**src/rtl/toggle_handshake_receiver_pkg.sv**
```systemverilog
// ============================================================================
// Module      : toggle_handshake_receiver_pkg
// Description : Shared state encoding and parameter defaults for the receiver.
// Revision    : 1.0
// ============================================================================
`default_nettype none

package toggle_handshake_receiver_pkg;

    localparam int DATA_W_DEFAULT      = 8;
    localparam int SYNC_STAGES_DEFAULT = 2;
    localparam int CNT_W_DEFAULT       = 8;

    typedef enum logic [0:0] {
        ST_IDLE = 1'b0,
        ST_HOLD = 1'b1
    } rx_state_e;

endpackage

`default_nettype wire

```
**src/rtl/toggle_handshake_receiver_sync_detect.sv**
```systemverilog
// ============================================================================
// Module      : toggle_sync_detect
// Description : Request-level synchroniser with a one-cycle toggle-event pulse.
// Revision    : 1.0
// ============================================================================
`default_nettype none

module toggle_sync_detect
    import toggle_handshake_receiver_pkg::*;
#(
    parameter int SYNC_STAGES = SYNC_STAGES_DEFAULT
) (
    input  logic clk_i,
    input  logic rst_ni,
    input  logic lvl_i,
    output logic lvl_o,
    output logic evt_o
);

    // SYNC_STAGES must be at least 2 for the shift below to be well formed.
    logic [SYNC_STAGES-1:0] sync_q;
    logic                   prev_q;

    always_ff @(posedge clk_i or negedge rst_ni) begin
        if (!rst_ni) begin
            sync_q <= '0;
            prev_q <= 1'b0;
        end else begin
            sync_q <= {sync_q[SYNC_STAGES-2:0], lvl_i};
            prev_q <= sync_q[SYNC_STAGES-1];
        end
    end

    assign lvl_o = sync_q[SYNC_STAGES-1];
    assign evt_o = sync_q[SYNC_STAGES-1] ^ prev_q;

endmodule

`default_nettype wire

```
**src/rtl/toggle_handshake_receiver.sv**
```systemverilog
// ============================================================================
// Module      : toggle_handshake_receiver
// Description : Two-phase toggle receiver presenting words on valid/ready.
//               Optional parity check enabled by TOGGLE_RX_PARITY_EN.
// Revision    : 1.0
// ============================================================================
`default_nettype none

module toggle_handshake_receiver
    import toggle_handshake_receiver_pkg::*;
#(
    parameter int DATA_W      = DATA_W_DEFAULT,
    parameter int SYNC_STAGES = SYNC_STAGES_DEFAULT,
    parameter int CNT_W       = CNT_W_DEFAULT
) (
    input  logic              clk_i,
    input  logic              rst_ni,
    input  logic              req_tgl_i,
    input  logic [DATA_W-1:0] data_i,
`ifdef TOGGLE_RX_PARITY_EN
    input  logic              par_i,
    output logic              par_err_o,
`endif
    input  logic              ready_i,
    output logic [DATA_W-1:0] data_o,
    output logic              valid_o,
    output logic              ack_tgl_o,
    output logic              overrun_o,
    output logic [CNT_W-1:0]  evt_count_o
);

    logic              tgl_evt;
    logic              sync_lvl_unused;
    rx_state_e         state_q;
    rx_state_e         state_d;
    logic              capture;
    logic              handshake;
    logic              drop_evt;
    logic [DATA_W-1:0] data_q;
    logic              ack_q;
    logic              overrun_q;
    logic [CNT_W-1:0]  cnt_q;

    toggle_sync_detect #(
        .SYNC_STAGES (SYNC_STAGES)
    ) u_sync_detect (
        .clk_i  (clk_i),
        .rst_ni (rst_ni),
        .lvl_i  (req_tgl_i),
        .lvl_o  (sync_lvl_unused),
        .evt_o  (tgl_evt)
    );

    always_ff @(posedge clk_i or negedge rst_ni) begin
        if (!rst_ni) begin
            state_q <= ST_IDLE;
        end else begin
            state_q <= state_d;
        end
    end

    always_comb begin
        state_d = state_q;
        case (state_q)
            ST_IDLE: if (tgl_evt) state_d = ST_HOLD;
            ST_HOLD: if (ready_i) state_d = ST_IDLE;
        endcase
    end

    // A toggle seen while holding is dropped, even if the word leaves this cycle.
    always_comb begin
        valid_o   = (state_q == ST_HOLD);
        capture   = (state_q == ST_IDLE) && tgl_evt;
        handshake = (state_q == ST_HOLD) && ready_i;
        drop_evt  = (state_q == ST_HOLD) && tgl_evt;
    end

    always_ff @(posedge clk_i or negedge rst_ni) begin
        if (!rst_ni) begin
            data_q    <= '0;
            ack_q     <= 1'b0;
            overrun_q <= 1'b0;
            cnt_q     <= '0;
        end else begin
            if (capture) begin
                data_q <= data_i;
            end
            if (handshake) begin
                ack_q <= ~ack_q;
                cnt_q <= cnt_q + 1'b1;
            end
            if (drop_evt) begin
                overrun_q <= 1'b1;
            end
        end
    end

`ifdef TOGGLE_RX_PARITY_EN
    logic par_err_q;

    always_ff @(posedge clk_i or negedge rst_ni) begin
        if (!rst_ni) begin
            par_err_q <= 1'b0;
        end else if (capture) begin
            par_err_q <= (^data_i) ^ par_i;
        end else if (handshake) begin
            par_err_q <= 1'b0;
        end
    end

    assign par_err_o = par_err_q;
`endif

    assign data_o      = data_q;
    assign ack_tgl_o   = ack_q;
    assign overrun_o   = overrun_q;
    assign evt_count_o = cnt_q;

endmodule

`default_nettype wire

```
**config.mk**
```make
export PLATFORM = sky130hd
export DESIGN_NAME = toggle_handshake_receiver
export DESIGN_NICKNAME = d
export VERILOG_FILES = /design/src/rtl/toggle_handshake_receiver_pkg.sv /design/src/rtl/toggle_handshake_receiver_sync_detect.sv /design/src/rtl/toggle_handshake_receiver.sv
export SDC_FILE = /design/constraint.sdc
export NUM_CORES = 1
export LEC_CHECK = 0
export BUFFER_PORTS_ARGS = -buffer_cell sky130_fd_sc_hd__buf_2
export CAP_MARGIN = 20
export CORE_AREA = 2 2 45 47
export CTS_CLUSTER_DIAMETER = 200
export DETAILED_ROUTE_END_ITERATION = 6
export DIE_AREA = 0 0 47 49
export GPL_ROUTABILITY_DRIVEN = 0
export GPL_TIMING_DRIVEN = 0
export HOLD_SLACK_MARGIN = 0.05
export PLACE_DENSITY_LB_ADDON = 0.08
export SETUP_SLACK_MARGIN = 0.3
export SYNTH_ARGS = -nofsm -noshare
export SYNTH_HDL_FRONTEND = slang
export SYNTH_SLANG_ARGS = --single-unit
```
**constraint.sdc**
```tcl
create_clock -name clk_i -period 2.12 [get_ports clk_i]
set_clock_uncertainty 0.15 [all_clocks]
set_input_delay 0.212 -clock clk_i [delete_from_list [all_inputs] [get_ports clk_i]]
set_output_delay 0.212 -clock clk_i [all_outputs]
set_load 0.1 [all_outputs]
```
---- Yosys cells after proc, flatten, opt, wreduce, memory -nomap -nowiden ----
Cells that the tools add are included.
Widths: inputs -> output; s select.
word-level totals
  flip-flop bits (word level) ............. 22
  input port bits ......................... 12
  output and inout port bits .............. 19
  word-level logic and storage cells ...... 17
operators by class
  add/subtract/negate cells ............... 1
  mux-type cells .......................... 3
  bitwise gates (word level) .............. 3
  reduce and logical (&&, ||, !) cells .... 3
operator list
  operator             number
  $add 8x1->8 const B  1
  $logic_and 1x1->1    3
  $mux 1               2
  $not 1->1            2
  $pmux 1 s2           1
  $xor 1x1->1          1

---- Depth between registers and ports, before layout ----
Gate-level depths: netlist of run 1.
  depth in word-level cells ............... 3
  gate-level depth with buffers ........... 4
  gate-level depth less buffers ........... 4

---- By module ----
From an unflattened synthesis of run 1, not the netlist that was laid out.
second synthesis, totals
  cells, all modules ...................... 58
  area total of the unflattened synthesis .. 843.3 sq um
modules (own cells, without submodules)
  module                     times used  cells an instance  area each (sq um)  sequential area each (sq um)
  toggle_handshake_receiver  1           54                 759.5              475.5
  toggle_sync_detect         1           4                  83.8               75.1

---- Worst setup path after synthesis of run 1 ----
OpenSTA, ideal clock, no wires.
  kind .................................... register to register
  from .................................... register cnt_q[0], in the netlist evt_count_o[0]
  to ...................................... register cnt_q[6], in the netlist evt_count_o[6]
  library setup time ...................... 0.162 ns
  arrival time ............................ 1.656 ns
  required time ........................... 1.808 ns
  path slack .............................. 0.152 ns
  stages on the path, launching flop included .. 5
  buffers on the path ..................... 0
  clock period less this slack ............ 1.968 ns
  cell sequence ........................... dfrtp_1 > ha_1 > nand3_1 > nor3_1 > xor2_1
between the ends
  word-level cells in the longest chain between the ends .. 1
ends and longest elaborated chain
  item                      RTL line                         text
  start: declaration        toggle_handshake_receiver.sv:42  logic [CNT_W-1:0] cnt_q;
  start signal: assignment  toggle_handshake_receiver.sv:90  cnt_q <= cnt_q + 1'b1;
  $add 8x1->8               toggle_handshake_receiver.sv:90
Every way passes these cells.
A chain may end at the register's enable or synchronous reset.

---- Final worst setup path of run 1 ----
  from .................................... register cnt_q[3], in the netlist evt_count_o[3]
  to ...................................... output evt_count_o[3]
RTL lines
  item              RTL line                         text
  end: declaration  toggle_handshake_receiver.sv:29  output logic [CNT_W-1:0] evt_count_o
No word-level cell between the ends.

==> metrics.txt, run 1 <==
Final Cycle Share 74.1%; CTS tree done; DRC Markers 0; syn nets 70; via count 596; Final ANT Viol Nets 0; syn avg cell area 15.2 sq um; nets 115; crit path kind reg2out; worst path arrival time 1.21 ns; kind of end point of the critical path output port; Initial Utilization 46.9%; slowest CP cell buf_2; GR Overflow Total 0; Fin Setup TNS 0 ns; hold crit path type in2reg; max-cap violation count 0; FF+latch count, synth 22; Routed WL per cell 13.0 microns; post-route cell area 0.00120 sq mm; top sig layer met4; Root Buffer Master clkbuf_4; # diodes 0; crit path time final 1.57 ns; fmax 636 MHz; Vias/cell 4.66; final hold vios 0; RSZ-0062 raised after global routing no; delay-heaviest family, CP buffers and inverters; largest net degree at the start of global routing 23; status finished, final reports clean; clk sinks 22; Syn Inst Count 57; Worst Path Buf+Inv 1; slowest stage delay, CP 0.46 ns; GRT Total Usage 16.9%; port bufs 30; DR WL met2 879 microns; first-pass GRT wire length 2750 microns; distinct cell type count after synthesis 16; layout cells sized above 1 48.5%; die width 47 microns; most frequent cells in the layout 30 x buf_2, 19 x dfrtp_1, 10 x dlygate4sd3_1; met1 WL 678 microns; sequential share of the synthesized area 63.7%; row cnt 16; cell chain of the critical path buf_2; H-Tree Depth 1; commonest non-fill, non-tap cell in the layout buf_2; Die H 49 microns; vias in the first global route 611; Tightest Pin Transition 0.493 ns; Area Growth Syn to Fin 39.4%; I/O pins 31; Clock transition at path regs 0.13 ns; clk_lat worst skew 0.31 ns; Die ar. 0.00230 sq mm; Yosys warning count 0; placed cell area 0.00105 sq mm; WL met3 96 microns; max-slew violations 0; worst setup margin 0.549 ns; DRT iter0 DRCs 1; Post-Place Setup Slack 0.576 ns; Worst Setup Start Kind flip-flop; total CTS buffers 3; CP required 1.76 ns; Rel. slew slack 67.3%; final setup vio count 0; CORE AREA 0.00184 sq mm; CP max FO 5; antenna violations before repair 0; drt first pass iters 2; Routed Wire Length 1660 microns; synthesized area 865 sq um; HPWL after DPL 1060 microns; worst-case clock buffer depth 2
[synthesized netlist by cell type]
cell	count	area share, %
nor2_1	2	0.87
ha_1	1	1.4
dfrtp_1	22	64
nand2_1	3	1.3
nor3_1	3	1.7
and2b_1	1	0.87
o21a_1	1	0.87
mux2_2	1	1.3
nand4_1	1	0.72
nand3_1	2	1.2
xnor2_1	3	3.0
buf_6	1	1.3
a21o_2	1	1.0
mux2_4	8	14
xor2_1	6	6.1
nand2_2	1	0.72
[registers in the layout, summed over array words and instances, names as in the netlist]
register and cells:
evt_count_o 8, u_sync_detect.sync_q 2, valid_o 1, u_sync_detect.prev_q 1, overrun_o 1, ack_tgl_o 1
data_o 8
[per-stage QoR]
| stage | hold WS [ns] | instances | util (%) |
|---|---|---|---|
| 2_1_floorplan | -0.234 | 57 | - |
| 3_3_place_gp | 0.0459 | 114 | 57.1 |
| 5_1_grt | 0.123 | 128 | 65.4 |
| 4_1_cts | 0.114 | 128 | 65.4 |
| 6_report | 0.116 | 128 | 65.4 |
| 3_5_place_dp | 0.0477 | 114 | 57.1 |
[area by class of cell]
class | count | area (sq um)
plain buffers | 1 | 11.3
flip-flops and latches | 22 | 554
repair buffers | 40 | 250
clock buffers | 3 | 22.5
fillers | 156 | 637
well taps | 27 | 33.8
clock inverters | 1 | 30.0
multi-input cells | 34 | 303
[logic make-up after synthesis]
group           synth area share, %
simple gates                   7.38
xor+xnor                       9.12
flops                          63.7
mux                            15.2
buf+inv                        1.30
compound gates                 1.88
fa+ha+maj                      1.45
[worst paths after layout]
check / slack, ns / cells past startpoint / from / to
setup / recovery: 0.55 / 1 / evt_count_o[3] / evt_count_o[3]
hold / removal: 0.12 / 3 / ready_i / valid_o
setup reg to reg: 0.58 / 4 / u_sync_detect.prev_q / data_o[0]
hold reg to reg: 0.26 / 0 / u_sync_detect.sync_q[0] / u_sync_detect.sync_q[1]
max in group asynchronous: 1.24 / 2 / rst_ni / evt_count_o[1]
min in group asynchronous: 0.23 / 2 / rst_ni / evt_count_o[5]
[worst min-delay path: stages]
cell	delay, ns
buf_2	0.10
nand2_2	0.11
o21a_1	0.13
[timing repair]
item / CTS / global route
hold buffers: 10 / 0
setup buffers: 0 / 0
hold endpoints to repair: 31 / 0
gates resized for setup: 0 / 0
[per-layer routing]
metal	up-vias	global-route usage, %
li1	281	-
met1	293	20.0
met2	20	28.8
met3	2	3.33
met4	0	6.94
met5	-	0
Power of run 1 is not shown: default switching activity piles up to over one toggle a cycle in this logic, so the estimate is an artifact.
==> inputs of run 2 (changes only) <==
- ABC_AREA: not set -> 1
- CORE_AREA: 2 2 45 47 -> 2 2 48 50
- DIE_AREA: 0 0 47 49 -> 0 0 50 52
- clock period: 2.12 -> 1.55 ns (I/O delays scaled with it)
==> run 2 against run 1 <==
Effect of this change:
- flip-flop and latch count stayed put
- cell count increased by 45%
- worst setup slack got worse by 0.34 ns
- highest routed layer unchanged
==> metrics.txt, run 2 <==
status finished, final reports clean; first-pass GRT wire length 3640 microns (+32%); largest net degree at the start of global routing 23 (unchanged); DRC Markers 0 (unchanged); layout cells sized above 1 55.7% (+7.2 points); max-cap violation count 0 (unchanged); slowest stage delay, CP 0.54 ns (+0.08 ns); Clock transition at path regs 0.13 ns (about the same); hold crit path type in2async; Post-Place Setup Slack 0.243 ns (-0.333 ns); Worst Setup Start Kind flip-flop; Die H 52 microns (+6.1%); Area Growth Syn to Fin 93.9%; CORE AREA 0.00211 sq mm (+14%); row cnt 17 (+1); Area contributors post-synth dfrtp_1 59%, nand2_1 13%, o21ai_2 7.5%, inv_1 3.2%, xnor2_1 2.8%; clk sinks 22 (unchanged); most frequent cells in the layout 32 x nand2_1, 21 x buf_12, 19 x buf_4; Power per Cell Area 2170 mW/mm^2; Final Cycle Share 86.3%; fmax 747 MHz; HPWL after DPL 1260 microns (+20%); GRT Total Usage 18.8% (+1.8 points); post-synthesis compound-gate area fraction 8.79% (+6.9 points); ys flop type dfrtp_1; H-Tree Depth 1 (unchanged); Worst Path Buf+Inv 1 (unchanged); cell chain of the critical path buf_12; Yosys warning count 0 (unchanged); Routed Wire Length 2620 microns (+58%); Syn Inst Count 92 (+61%); GR Overflow Total 0 (unchanged); largest area contributor in the netlist dfrtp_1; Async S/R FF share, synth 100% (unchanged); port bufs 30 (unchanged); most frequent cell after synthesis nand2_1; commonest non-fill, non-tap cell in the layout nand2_1; final setup vio count 0 (unchanged); distinct cell type count after synthesis 18 (+2); Vias/cell 4.65 (-0.12%); EDFF count, synth 0 (unchanged); xor and xnor area share after synthesis 6.39% (-2.7 points); adder-cell share of the synthesized area 1.33% (-0.12 points); kind of end point of the critical path output port; sequential share of the synthesized area 58.6% (-5.1 points); Die ar. 0.00260 sq mm (+13%); worst path arrival time 1.03 ns (-0.18 ns); syn nets 105 (+50%); Tightest Pin Transition 0.489 ns (-0.00446 ns); Initial Utilization 44.6% (-2.3 points); crit path kind reg2out; worst setup margin 0.212 ns (-0.337 ns); CTS tree done; top cell type's share of synthesized area 58.6% (-5.1 points); drt first pass iters 4 (+2); Synth top cells by count 33 x nand2_1, 22 x dfrtp_1, 8 x inv_1, 8 x o21ai_2, 4 x nand3_1; nets 172 (+50%); delay-heaviest family, CP flip-flops; Reg area 582 sq um (+5.0%); CP max FO 3 (-2); Root Buffer Master clkbuf_4; slowest CP cell dfrtp_4; die width 50 microns (+6.4%); Fin Setup TNS 0 ns (unchanged); DRT iter0 DRCs 16 (+15); syn avg cell area 10.2 sq um (-33%); FF+latch count, synth 22 (unchanged); P_leak 0.875 nW; crit path time final 1.34 ns; largest family of logic cells by synthesized area simple AND/OR/NAND/NOR gates; I/O pins 31 (unchanged); Rel. slew slack 67.4% (+0.071 points); via count 865 (+45%); area of the multi-input gates 388 sq um (+28%); # diodes 0 (unchanged); Fill cells 97 (-38%); worst-case clock buffer depth 2 (unchanged); RSZ-0062 raised after global routing yes; Worst VDD drop 0.00195 V; Layout Cells excl Fill 186 (+45%); clk_lat worst skew 0.31 ns (about the same); Final ANT Viol Nets 0 (unchanged); vias in the first global route 800 (+31%); final hold vios 0 (unchanged); synthesized area 940 sq um (+8.7%); fraction of the mapped netlist area in simple logic gates 19.7% (+12 points); CP required 1.24 ns (-0.52 ns); antenna violations before repair 0 (unchanged); post-synthesis mux area share 0% (-15 points); Placed Cells 150 (+32%); Routed WL per cell 14.1 microns (+8.7%); max-slew violations 0 (unchanged); total CTS buffers 3 (unchanged)
## run 2: cell types whose count changed in the layout (fill, tap and decap cells not counted), moves of 3 or more
cell and delta:
buf_12 +21, nor3_1 -3, o21ai_2 +8, xor2_1 -4
dfrtp_1 -8, mux2_4 -8, inv_1 +7, dfrtp_4 +7
buf_4 +19, buf_2 -19, nand3_2 +3, nand2_1 +29
nor2_4 +3
## run 2: cell families (layout without fill, tap and decap cells)
logic type / after synthesis / after routing
AOI/OAI and AO/OA: 10 / 10
xor gates and xnor gates: 6 / 6
adders and majority gates: 1 / 1
buffers and inverters: 10 / 76
DFF: 22 / 22
and+or+nand+nor: 43 / 43
## run 2: area by class of cell
class,instances,area share (%)
Timing Repair Buffer,62,39.5
Sequential cell,22,31.9
Multi-Input combinational cell,60,21.3
Clock buffer,4,1.99
Tap cell,28,1.92
Buffer,2,1.72
Inverter,8,1.65
## run 2: metrics by stage
stage | utilization, % | total power, W | cell area [sq um] | hold WS, ns
3_5_place_dp | 56.7 | 0.00271 | 1190 | -0.00512
5_1_grt | 86.5 | 0.00409 | 1820 | 0.201
6_report | 86.5 | 0.00395 | 1820 | 0.169
2_1_floorplan | - | 0.00243 | 1010 | -0.291
3_3_place_gp | 56.7 | 0.00267 | 1190 | -0.00282
4_1_cts | 79.0 | 0.00368 | 1660 | 0.191
## run 2: report_power, final
group          internal (W)  switching [W]  total [W]  leakage [nW]
sequential         0.000787       0.000221    0.00101         0.247
clock              0.000143       0.000174   0.000317        0.0210
combinational       0.00103        0.00160    0.00263         0.606
## run 2: worst paths after layout
| kind | from | to | slack (ns) | cells after the start |
|---|---|---|---|---|
| max reg2reg | evt_count_o[0] | evt_count_o[6] | 0.23 | 7 |
| max | valid_o | valid_o | 0.21 | 1 |
| min reg2reg | u_sync_detect.sync_q[0] | u_sync_detect.sync_q[1] | 0.22 | 0 |
| min | rst_ni | evt_count_o[1] | 0.17 | 2 |
| min in group clk_i | u_sync_detect.sync_q[0] | u_sync_detect.sync_q[1] | 0.22 | 0 |
| max in group asynchronous | rst_ni | evt_count_o[5] | 0.70 | 2 |
## run 2: worst reg2reg max path: cells and delay by family (launching register included)
| family | cells | cell delay [ns] |
|---|---|---|
| flops | 1 | 0.54 |
| buf+inv | 1 | 0.05 |
| simple gates | 5 | 0.33 |
| fa+ha+maj | 1 | 0.18 |
## run 2: what timing repair did
item | 4_1_cts | 5_1_grt
pin swaps | 5 | 20
hold buffers | 11 | 0
gates resized for setup | 65 | 19
hold endpoints to repair | 32 | 0
setup endpoints to repair | 28 | 34
setup buffers | 10 | 11
## run 2: metal layers
layer	routed length, microns	GRT usage [%]	vias to the layer above
met5	0	0	-
met4	26	6.94	0
met3	137	4.31	2
met2	1420	33.3	35
met1	1040	22.0	413
li1	-	-	415
No activity file was read; power rests on OpenSTA's default activity.
